File: config.mk
export PLATFORM = sky130hd
export DESIGN_NAME = cents_str_fmt
export DESIGN_NICKNAME = d
export VERILOG_FILES = /design/src/rtl/cents_str_fmt.sv
export SDC_FILE = /design/constraint.sdc
export NUM_CORES = 1
export LEC_CHECK = 0
export BUFFER_PORTS_ARGS = -buffer_cell sky130_fd_sc_hd__clkbuf_2
export CAP_MARGIN = 20
export CORE_MARGIN = 1.5
export CORE_UTILIZATION = 52
export DETAILED_ROUTE_END_ITERATION = 8
export GPL_TIMING_DRIVEN = 0
export PLACE_DENSITY = 0.91
export SLEW_MARGIN = 20
export SYNTH_ARGS = -nofsm -noshare
export SYNTH_HDL_FRONTEND = slang
export SYNTH_SLANG_ARGS = --single-unit
export TNS_END_PERCENT = 10
File: constraint.sdc
create_clock -name clk -period 2.2 [get_ports clk]
set_input_delay 0.44 -clock clk [delete_from_list [all_inputs] [get_ports clk]]
set_output_delay 0.44 -clock clk [all_outputs]
set_load 0.02 [all_outputs]
File: src/rtl/cents_str_fmt.sv
// cents_str_fmt: turns an 8-bit cents value into a 12-character ASCII line
// "LLLL: $H.TO " for the OLED character interface (char 0 in [95:88]).
// Binary-to-BCD is done iteratively with double-dabble, one bit per clock.
// Optional build macro FMT_RANGE_CHK_EN: values above MAX_CENTS show
// "LLLL: ERR   " and raise err; without it err is constant 0.
module cents_str_fmt #(
  parameter int unsigned MAX_CENTS = 255
) (
  input  logic        clk,
  input  logic        rst,
  input  logic        start,
  input  logic [1:0]  lbl,
  input  logic [7:0]  cents,
  output logic        busy,
  output logic        str_valid,
  output logic [95:0] str,
  output logic        err
);

  localparam int unsigned BIN_W = 8;
  localparam int unsigned BCD_W = 12;
  localparam int unsigned CNT_W = 3;
  localparam int unsigned STR_W = 96;

  localparam logic [7:0] CH_SP  = 8'h20;
  localparam logic [7:0] CH_COL = 8'h3A;
  localparam logic [7:0] CH_DOL = 8'h24;
  localparam logic [7:0] CH_DOT = 8'h2E;
  localparam logic [7:0] CH_0   = 8'h30;

  typedef enum logic [1:0] {
    IDLE  = 2'd0,
    SHIFT = 2'd1,
    PACK  = 2'd2
  } state_t;

  state_t             state_q, state_n;
  logic [BIN_W-1:0]   bin_q, bin_n;
  logic [BCD_W-1:0]   bcd_q, bcd_n, bcd_adj;
  logic [CNT_W-1:0]   cnt_q, cnt_n;
  logic [1:0]         lbl_q, lbl_n;
  logic               busy_n, valid_n, err_n;
  logic [STR_W-1:0]   str_n;
`ifdef FMT_RANGE_CHK_EN
  logic [BIN_W-1:0]   val_q, val_n;
`endif

  // Per-digit double-dabble correction in 4-bit arithmetic
  function automatic logic [3:0] add3(input logic [3:0] d);
    return (d >= 4'd5) ? d + 4'd3 : d;
  endfunction

  // Four-character label text
  function automatic logic [31:0] label_text(input logic [1:0] l);
    case (l)
      2'd0:    return 32'h534F_4441; // SODA
      2'd1:    return 32'h434F_494E; // COIN
      2'd2:    return 32'h544F_544C; // TOTL
      default: return 32'h4449_5350; // DISP
    endcase
  endfunction

  // Next-state, datapath and output decode
  always_comb begin
    state_n = state_q;
    bin_n   = bin_q;
    bcd_n   = bcd_q;
    cnt_n   = cnt_q;
    lbl_n   = lbl_q;
    busy_n  = busy;
    valid_n = 1'b0;
    str_n   = str;
    err_n   = err;
    bcd_adj = '0;
`ifdef FMT_RANGE_CHK_EN
    val_n   = val_q;
`endif

    case (state_q)
      IDLE: begin
        if (start) begin
          bin_n   = cents;
          lbl_n   = lbl;
          bcd_n   = '0;
          cnt_n   = '0;
          busy_n  = 1'b1;
          state_n = SHIFT;
`ifdef FMT_RANGE_CHK_EN
          val_n   = cents;
`endif
        end
      end

      SHIFT: begin
        bcd_adj        = {add3(bcd_q[11:8]), add3(bcd_q[7:4]), add3(bcd_q[3:0])};
        {bcd_n, bin_n} = {bcd_adj, bin_q} << 1;
        cnt_n          = cnt_q + CNT_W'(1);
        if (cnt_q == CNT_W'(7)) begin
          state_n = PACK;
        end
      end

      PACK: begin
        str_n   = {label_text(lbl_q), CH_COL, CH_SP, CH_DOL,
                   CH_0 + {4'h0, bcd_q[11:8]}, CH_DOT,
                   CH_0 + {4'h0, bcd_q[7:4]},
                   CH_0 + {4'h0, bcd_q[3:0]}, CH_SP};
`ifdef FMT_RANGE_CHK_EN
        if (32'(val_q) > MAX_CENTS) begin
          str_n = {label_text(lbl_q), CH_COL, CH_SP, 8'h45, 8'h52, 8'h52,
                   CH_SP, CH_SP, CH_SP};
          err_n = 1'b1;
        end else begin
          err_n = 1'b0;
        end
`else
        // Constant: no comparator; only an out-of-range MAX_CENTS could set it
        err_n   = 1'(MAX_CENTS > 32'd255);
`endif
        valid_n = 1'b1;
        busy_n  = 1'b0;
        state_n = IDLE;
      end

      default: begin
        state_n = IDLE;
        busy_n  = 1'b0;
      end
    endcase
  end

  // State and datapath registers with synchronous reset
  always_ff @(posedge clk) begin
    if (rst) begin
      state_q   <= IDLE;
      bin_q     <= '0;
      bcd_q     <= '0;
      cnt_q     <= '0;
      lbl_q     <= '0;
      busy      <= 1'b0;
      str_valid <= 1'b0;
      str       <= {12{CH_SP}};
      err       <= 1'b0;
`ifdef FMT_RANGE_CHK_EN
      val_q     <= '0;
`endif
    end else begin
      state_q   <= state_n;
      bin_q     <= bin_n;
      bcd_q     <= bcd_n;
      cnt_q     <= cnt_n;
      lbl_q     <= lbl_n;
      busy      <= busy_n;
      str_valid <= valid_n;
      str       <= str_n;
      err       <= err_n;
`ifdef FMT_RANGE_CHK_EN
      val_q     <= val_n;
`endif
    end
  end

endmodule

==> results.md <==
Worst setup path:
- The worst setup path is captured at an output port.
- The maximum fanout count along the critical path is 17.
- The kind of launch point of the worst setup path is a flop.
- The setup path with the least slack is of type reg -> out.
- The data required time of the critical path is 1.76 ns.
- The longest individual stage delay on the worst path is 0.64 ns.
- The cell with the largest stage delay on the worst path is sky130_fd_sc_hd__dfxtp_1.
- Data on the critical path arrives at its endpoint at 1.30 ns.
- The reg-to-reg setup timing slack is 0.59 ns.
- Walking the worst path, the cells encountered are buf_4, clkbuf_2.

Route:
- Detailed routing inserted a total of 2320 vias.
- The wire length after detailed routing is 5270 microns.
- For this run, design rule violations remaining after detail routing come to 0.
- The number of DRC markers after the initial detailed-route iteration is 110.
- Using the TritonRoute via totals, the vias-per-cell ratio works out to 4.49.
- Once detail routing completed, the nets flagged for antenna violations numbered 0.
- The routed wire length per instance is 10.2 microns.
- Before antenna repair, the detailed router went through 4 iterations.

Logic synthesis:
- The instance count of the mapped netlist is 331.
- The Yosys step of the flow raised 0 warnings.
- The synthesized area per cell is 8.33 sq um.
- Counting distinct cell types in the post-synthesis netlist gives 33.
- The sequential area share after synthesis is 37.8%.
- In this run, synthesis produced a sequential element count of 52.
- The mapped cell area is 2760 sq um.
- In the post-synthesis netlist, the biggest area contributors are sky130_fd_sc_hd__dfxtp_1 38%, sky130_fd_sc_hd__buf_4 21%, sky130_fd_sc_hd__nand2_1 6.4%, sky130_fd_sc_hd__ha_1 5.4%, sky130_fd_sc_hd__a21oi_1 5.1%.
- Summed over all instances, the cell type with the most area after synthesis is sky130_fd_sc_hd__dfxtp_1.
- The fraction of post-synthesis cell area in the top cell type by area is 37.8%.

Power and ir drop:
- Combinational logic burns 13.6% of the power.
- VDD sags by at most 0.343 mV.
- The overall power consumption is 1.93 mW.
- The switching part of the total power is 25.4%.
- The analysis attributes to cell leakage a power of 1.72 nW.
- The cell internal power dissipation is 1.44 mW.
- The total power density per cell area is 559 nW/um^2.
- The switching power total is 0.490 mW.
- The clock share of power is 35.7%.
- The sequential power share is 50.6%.

Finish:
- The post-route netlist has 35.8% of its cells at a drive strength greater than 1.
- Leaving out fill and tap cells, the most frequent cells in the layout are 78 x sky130_fd_sc_hd__buf_4, 61 x sky130_fd_sc_hd__clkbuf_2, 52 x sky130_fd_sc_hd__dfxtp_1, 49 x sky130_fd_sc_hd__conb_1, 47 x sky130_fd_sc_hd__nand2_1.
- Compared with the post-synthesis result, the final layout area differs by 25.1%.
- After the flow finishes, the layout carries non-filler instances totaling 517.
- The final layout contains 471 nets.
- The commonest non-fill, non-tap cell in the layout is sky130_fd_sc_hd__buf_4.
- After filler insertion, the fill cell instance count of the layout stands at 435.
- The number of antenna cells inserted is 0.
- Summing all non-filler instances in the final layout gives an area of 3450 sq um.

Timing:
- The worst path in the final design needs a cycle of 1.74 ns, including I/O delays and setup.
- The total count of hold-check failures in the final report was 0.
- Setup violations remaining at the end of the flow were counted as 0.
- The maximum clock frequency is 576 MHz.
- The slew at the pin closest to its max-slew limit is 0.516 ns.
- Summed over all failing endpoints, the final setup total negative slack is 0 ns.
- Between clock sinks in the finished design, the worst skew comes to 0.0134 ns.
- Setup repair after global routing left no endpoint under its margin.
- The remaining max-slew budget at the tightest pin is 65.6%.
- The final worst-path cycle share is 78.9%.
- The max-slew violation total from the final report is 0.

CTS:
- The number of buffers inserted during clock tree synthesis is 5.
- The number of clock sinks seen by CTS is 52.
- Once the clock tree was built, the resizer swapped 0 gates to a different size.
- The count of hold-fix buffers inserted at cts is 0.
- The buffer levels on the longest clock path is 2.
- TritonCTS built the clock tree.
- The clock latency on the worst-skew pair is 0.31 ns.
- In this run the clock root is driven by a sky130_fd_sc_hd__clkbuf_8.
- After clock tree synthesis, the setup repair step added 0 buffers.
- The clock tree synthesis step divided the H-tree into 2 levels.
- Clock-pin slew was measured on the worst setup and hold paths at 0.10 ns.

GRT:
- The overall overflow remaining after global route is 0.
- The all-layer global routing usage is 18.7%.
- The first global-routing pass estimated 8180 microns of wire.
- The via count of the first global-routing pass is 1973.
- The initial antenna violation count is 0.
- Entering global routing, the biggest net connects 18 pins.

Floorplanning:
- The I/O pin count is 112.
- The floorplan has 26 rows.
- In this run the vertical extent of the chip is 75.8 microns.
- For this configuration, the core starts out at a cell density of 54.0%.
- The width of the chip is 75.8 microns.
- The standard cell core area is 5110 sq um.
- The die covers 5750 sq um.

Place:
- Routability-driven placement finished with a final weighted congestion of 0.804.
- The cell area reported after detailed placement is 3330 sq um.
- The number of placed cells counting well taps is 509.
- The detailed-placement wirelength estimate is 4150 microns.
- The port buffer count is 61.

Status:
- The flow ran to the end, and the final reports show no timing, DRC or antenna violations.

Worst hold path:
- The class of the most critical hold timing path is in -> reg.

Flow run:
- Max-cap violations in this run came to 0.
==> flip-flops by register name, indices dropped and copies added (netlist names) <==
register	flops
state_q	2
bin_q	8
bcd_q	12
str	23
busy	1
lbl_q	2
cnt_q	3
str_valid	1
==> through the flow <==
step	utilization (%)	worst slack, ns	hold slack, ns
floorplan	-	0.833	0.441
global placement	65.1	0.712	0.445
detailed placement	65.1	0.654	0.447
CTS	67.5	0.431	0.351
global route	67.5	0.329	0.367
finish	67.5	0.464	0.356
==> Yosys cell counts <==
cell / count
sky130_fd_sc_hd__a2111oi_0: 1
sky130_fd_sc_hd__a211oi_1: 1
sky130_fd_sc_hd__a21o_1: 1
sky130_fd_sc_hd__a21oi_1: 28
sky130_fd_sc_hd__a22o_1: 8
sky130_fd_sc_hd__a22oi_1: 4
sky130_fd_sc_hd__a311oi_1: 4
sky130_fd_sc_hd__a311oi_2: 3
sky130_fd_sc_hd__and2_1: 1
sky130_fd_sc_hd__buf_1: 1
sky130_fd_sc_hd__buf_2: 5
sky130_fd_sc_hd__buf_4: 78
sky130_fd_sc_hd__clkbuf_1: 4
sky130_fd_sc_hd__conb_1: 2
sky130_fd_sc_hd__dfxtp_1: 52
sky130_fd_sc_hd__ha_1: 12
sky130_fd_sc_hd__inv_1: 9
sky130_fd_sc_hd__inv_2: 1
sky130_fd_sc_hd__mux2i_1: 3
sky130_fd_sc_hd__nand2_1: 47
sky130_fd_sc_hd__nand2b_1: 5
sky130_fd_sc_hd__nand3_1: 3
sky130_fd_sc_hd__nor2_1: 30
sky130_fd_sc_hd__nor2_2: 3
sky130_fd_sc_hd__nor2_4: 1
sky130_fd_sc_hd__nor2b_1: 1
sky130_fd_sc_hd__nor3_1: 10
sky130_fd_sc_hd__nor3b_1: 1
sky130_fd_sc_hd__o21ai_0: 5
sky130_fd_sc_hd__o22ai_1: 1
sky130_fd_sc_hd__or2_0: 1
sky130_fd_sc_hd__xnor2_1: 3
sky130_fd_sc_hd__xor2_1: 2
==> area by class of cell <==
| type | count | area [sq um] | share of cell area, % |
|---|---|---|---|
| buffer | 88 | 629 | 18.3 |
| clock buffer | 6 | 82.6 | 2.40 |
| clock inverter | 2 | 38.8 | 1.13 |
| inverter | 10 | 37.5 | 1.09 |
| multi-input combinational | 228 | 1220 | 35.5 |
| sequential | 52 | 1040 | 30.2 |
| tap | 70 | 87.6 | 2.54 |
| timing repair buffer | 61 | 305 | 8.86 |
==> per-layer routing <==
metal  vias up  track usage (%)  part of all wire (%)  wire (microns)
li1       1190                -                     -               -
met1      1037             19.7                    40            2100
met2        89             35.1                    52            2750
met3         4             5.69                   7.3             382
met4         0             6.15                  0.74              39
met5         -                0                     0               0
==> final timing paths <==
check	startpoint	end	cells after the start
worst max-delay path	str[86]	str[57]	2
worst min-delay path	lbl[0]	lbl_q[0]	3
worst max register to register	bcd_q[1]	bcd_q[2]	6
worst min register to register	str[35]	str[35]	2
==> power by group through the flow <==
stage | clock, mW | sequential, mW | combinational (mW)
finish | 0.688 | 0.975 | 0.263
global route | 0.732 | 0.978 | 0.288
CTS | 0.698 | 0.975 | 0.259
detailed placement | 0 | 0.997 | 0.258
global placement | 0 | 0.995 | 0.253
floorplan | 0 | 0.995 | 0.222
==> cell families (layout without fill, tap and decap cells) <==
logic type / Yosys count / count (layout) / synth area share (%)
simple gates: 103 / 103 / 16.0
buf+inv: 98 / 167 / 24.2
compound gates: 56 / 56 / 13.6
flops: 52 / 52 / 37.8
fa+ha+maj: 12 / 12 / 5.45
xor+xnor: 5 / 5 / 1.59
mux: 3 / 3 / 1.09
other cells: 2 / 49 / 0.272
==> critical path: cells and delay by family, from the launching register on <==
| family | cells | cell delay (ns) |
|---|---|---|
| DFF | 1 | 0.64 |
| buffers and inverters | 2 | 0.35 |
(Power assumes the default switching activity.)
